<file path="src/rtl/mux_scan_ctrl.sv">
// mux_scan_ctrl -- drives the select line of a downstream 2:1 mux, samples
// the mux output once per select value after a settle delay, and presents
// the two samples as a 2-bit frame through a valid/ready handshake.
//
// Parameters:
//   SETTLE     clk cycles sel is held before each sample (1..15)
// Ports:
//   clk        rising-edge clock
//   rst        synchronous, active-high reset
//   start      single-cycle request to begin one scan frame
//   y_in       downstream mux output
//   out_ready  consumer accepts the frame when high with out_valid
//   sel        mux select (0 = input a, 1 = input b)
//   busy       high whenever the controller is not idle
//   out_valid  frame available on out_data
//   out_data   bit0 = sample with sel=0, bit1 = sample with sel=1
//   frame_cnt  frames accepted by the consumer, wraps 255->0
// Build option:
//   SCAN_CONT_EN  when defined, an accepted frame immediately starts the next
//                 scan instead of returning to idle.

module mux_scan_ctrl #(
  parameter int unsigned SETTLE = 2
) (
  input  logic       clk,
  input  logic       rst,
  input  logic       start,
  input  logic       y_in,
  input  logic       out_ready,
  output logic       sel,
  output logic       busy,
  output logic       out_valid,
  output logic [1:0] out_data,
  output logic [7:0] frame_cnt
);

  typedef enum logic [1:0] {IDLE, SET0, SET1, HOLD} state_t;

  localparam logic [3:0] CNT_LAST = 4'(SETTLE - 1);

  state_t     state;
  state_t     state_nxt;
  logic [3:0] cnt;
  logic       shadow;
  logic       settled;

  assign settled = (cnt == CNT_LAST);

  always_ff @(posedge clk) begin
    if (rst) state <= IDLE;
    else     state <= state_nxt;
  end

  always_comb begin
    state_nxt = state;
    case (state)
      IDLE: if (start)     state_nxt = SET0;
      SET0: if (settled)   state_nxt = SET1;
      SET1: if (settled)   state_nxt = HOLD;
      HOLD: if (out_ready) begin
`ifdef SCAN_CONT_EN
        state_nxt = SET0;
`else
        state_nxt = IDLE;
`endif
      end
      default: state_nxt = IDLE;
    endcase
  end

  // All outputs decode from registered state only, so no input reaches an
  // output combinationally.
  always_comb begin
    sel       = (state == SET1) || (state == HOLD);
    busy      = (state != IDLE);
    out_valid = (state == HOLD);
  end

  // The sel=0 sample waits in shadow so out_data only changes at the single
  // SET1 capture edge and stays stable through HOLD and after transfer.
  always_ff @(posedge clk) begin
    if (rst) begin
      cnt       <= '0;
      shadow    <= 1'b0;
      out_data  <= '0;
      frame_cnt <= '0;
    end else begin
      case (state)
        IDLE: if (start) cnt <= '0;
        SET0: begin
          if (settled) begin
            shadow <= y_in;
            cnt    <= '0;
          end else begin
            cnt <= cnt + 4'd1;
          end
        end
        SET1: begin
          if (settled) begin
            out_data <= {y_in, shadow};
            cnt      <= '0;
          end else begin
            cnt <= cnt + 4'd1;
          end
        end
        HOLD: begin
          if (out_ready) begin
            frame_cnt <= frame_cnt + 8'd1;
            cnt       <= '0;
          end
        end
        default: cnt <= '0;
      endcase
    end
  end

endmodule

</file>
<file path="config.mk">
export PLATFORM = sky130hd
export DESIGN_NAME = mux_scan_ctrl
export DESIGN_NICKNAME = d
export VERILOG_FILES = /design/src/rtl/mux_scan_ctrl.sv
export SDC_FILE = /design/constraint.sdc
export NUM_CORES = 1
export LEC_CHECK = 0
export BUFFER_PORTS_ARGS = -buffer_cell sky130_fd_sc_hd__buf_2
export CAP_MARGIN = 10
export CORE_MARGIN = 2
export CORE_UTILIZATION = 52
export CTS_CLUSTER_SIZE = 20
export DETAILED_ROUTE_END_ITERATION = 6
export PLACE_DENSITY = 0.86
export SETUP_SLACK_MARGIN = 0.2
export SLEW_MARGIN = 20
export SYNTH_ARGS = -nofsm -noshare
export SYNTH_HDL_FRONTEND = slang
export SYNTH_SLANG_ARGS = --single-unit
</file>
<file path="constraint.sdc">
create_clock -name clk -period 2.1 [get_ports clk]
set_input_delay 0.105 -clock clk [delete_from_list [all_inputs] [get_ports clk]]
set_output_delay 0.105 -clock clk [all_outputs]
set_load 0.01 [all_outputs]
</file>
==> impl_metrics.ini <==
[outcome]
status = finished, final reports clean

[detailed_routing]
drc = 0
postRouteWirelength_um = 2010
drtAntennaViolNets = 0
drt_pass1_iterations = 4
drt_iter0_drc = 19
route.detailed.wl_per_inst_um = 14.5
via_count = 840
avgViaCountPerCell = 6.04

[grt]
grt_max_degree = 22
grt_remaining_overflow = 0
antenna_found_initial = 0
grt_pass1_wl_um = 3200
track_usage_pct = 20.8
first_global_vias = 760

[worst_hold_path]
hp-class = in2reg
hold_depth = 3

[timing]
relSlewSlack_pct = 71.6
post-route-min-period_ns = 1.76
holdWs_ns = 0.0609
skew_ns = 0.00253
hold_viol_final = 0
slew_violations = 0
finalSetupViolCount = 0
timing.final.crit_share_pct = 83.8
setup_tns_ns = 0
fin_ws_ns = 0.341
max_freq_ghz = 0.568
rsz0062_at_grt = no
tightestPinTransition_ns = 0.425

[power]
powerDensity_nw_per_um2 = 957
total_leakage_power_nw = 0.441
irDropWorstVdd_uv = 495

[worst_setup_path]
rr_worst_depth = 4
crit_type = reg2reg
cp-start-kind = flip-flop
rrSetupSlack_ns = 0.34
worst_path_max_delay_cell = or3b_1
path_cells = ha_1 -> or3b_1 -> a2111oi_1 -> a211oi_1
cp.required_ns = 2.28
cp_data_arrival_time_ns = 1.94
cp-end-kind = flip-flop
cp_max_fo = 8
slowest_delay_ns = 0.49

[synth]
synth.avg_cell_area_sq_um = 8.78
yosysTopAreaCellShare_pct = 37.3
yosysTopAreaCell = dfxtp_1
syn_area_sq_um = 913
synth-seq-area-share_pct = 37.3
synth_mux_area_share_pct = 4.52
synth_nets = 116
post_synth_main_area_contributors = dfxtp_1 (37%), ha_1 (9.6%), a21oi_1 (4.9%)
synth.distinct_cells = 32
synth-compound-area-share_pct = 14.2
synth-simple-area-share_pct = 28.6
synthCells = 104
synthAdderAreaFrac_pct = 9.59
synth-seq-cells = 17
synth-xor-area-share_pct = 1.92
yosysWarnings = 0
synth_top_family_by_area = simple AND/OR/NAND/NOR gates

[clocking]
cts_tree = yes
root_buffer = clkbuf_4
clk_latency_ns = 0.30
clkTransAtPathRegs_ns = 0.10
tritoncts.num_buffers = 3
numClockSinks = 17
post_cts_buffers = 0
h-tree-depth = 1
cts_buffer_depth = 2

[placement]
place_congestion = 0.871
pre_cts_slack_ns = 0.415
dp_hpwl_um = 1460
port_buffers = 17

[cells_and_area]
nFillCells = 137
n_antenna_cell = 0
multiInputGateArea_sq_um = 539
layout-drive-gt1-share_pct = 19.7
fin_nets = 135
seqCellArea_sq_um = 340
area_delta_synth_final_pct = 13.3

[floorplan]
rows = 15
die_h_um = 45.9
dieArea_sq_um = 2110
initial_core_util_pct = 54.1
core-area_sq_um = 1690
die_x_um = 45.9
io-pin-count = 18

[job]
cap_violations = 0
-- registers in the layout, summed over array words and instances (netlist names) --
name / cells
shadow: 1
state: 2
frame_cnt: 8
cnt: 4
out_data: 2
-- final cells by class --
class / count / share of cell area, %
flip-flops and latches: 17 / 32.9
multi-input cells: 78 / 52.1
repair buffers: 17 / 8.22
well taps: 17 / 2.06
clock buffers: 4 / 2.54
inverters: 6 / 2.18
-- kinds of logic after synthesis --
kind of cell / Yosys count
and+or+nand+nor: 43
AOI/OAI and AO/OA: 22
DFF: 17
buffers and inverters: 9
adders and majority gates: 7
muxes: 4
xor gates and xnor gates: 2
-- worst paths after layout --
path | start | to
worst max-delay path | cnt[0] | state[0]
worst min-delay path | y_in | out_data[1]
worst max register to register | cnt[0] | state[0]
worst min register to register | frame_cnt[7] | frame_cnt[7]
-- critical path, delay by kind of cell, from the launching register on --
family                   cells  cell delay, ns
AO/OA/AOI/OAI                2            0.54
adder cells (fa/ha/maj)      1            0.18
flip-flops                   1            0.43
AND/OR/NAND/NOR              1            0.49
-- cells in the mapped netlist --
| master | n |
|---|---|
| dfxtp_1 | 17 |
| a21oi_1 | 9 |
| ha_1 | 7 |
| nor2b_1 | 7 |
| inv_1 | 6 |
| nand3_1 | 6 |
| o21ai_0 | 6 |
| nand4_1 | 5 |
| nor2_1 | 5 |
| nand2b_1 | 4 |
| mux2i_1 | 3 |
| nand2_1 | 3 |
| o31ai_1 | 3 |
| or3_1 | 3 |
| or2_2 | 2 |
| or4_1 | 2 |
| a2111oi_0 | 1 |
| a211o_1 | 1 |
| a211oi_1 | 1 |
| and3_1 | 1 |
| and3b_1 | 1 |
| and4bb_2 | 1 |
| buf_1 | 1 |
| buf_2 | 1 |
| clkbuf_1 | 1 |
| mux2_2 | 1 |
| nand4b_1 | 1 |
| o211ai_1 | 1 |
| or3b_1 | 1 |
| or4b_1 | 1 |
| xnor2_1 | 1 |
| xor2_1 | 1 |
-- power breakdown --
part	switching, mW	internal (mW)	total (mW)
registers	0.0359	0.355	0.391
logic	0.241	0.179	0.420
clock network	0.105	0.0741	0.179
-- placed cells by master (no fill, tap or decap), types with 5 or more instances in the layout --
cell     instances
o21ai_0          6
nor2_1           5
a21oi_1          9
nand3_1          6
ha_1             7
inv_1            6
nor2b_1          7
nand4_1          5
buf_2           17
dfxtp_1         17
-- through the flow --
step / instances / utilization (%) / power, mW / cell area [sq um]
after detailed placement: 135 / 59.6 / 0.791 / 1010
final: 139 / 61.3 / 0.990 / 1030
after global routing: 139 / 61.3 / 1.05 / 1030
after CTS: 139 / 61.2 / 0.983 / 1030
after global placement: 135 / 59.6 / 0.758 / 1010
after floorplan: 104 / - / 0.686 / 913
-- per-layer routing --
layer,part of all wire (%),global-route usage [%]
met3,4.0,3.57
met1,44,28.7
met2,51,30.0
met4,0.65,12.0
met5,0,0
-- what timing repair did --
item / CTS / global route
hold buffers: 0 / 0
endpoints found under the setup margin: 0 / 1
resized for setup: 0 / 1
No activity file was read; power rests on OpenSTA's default activity.
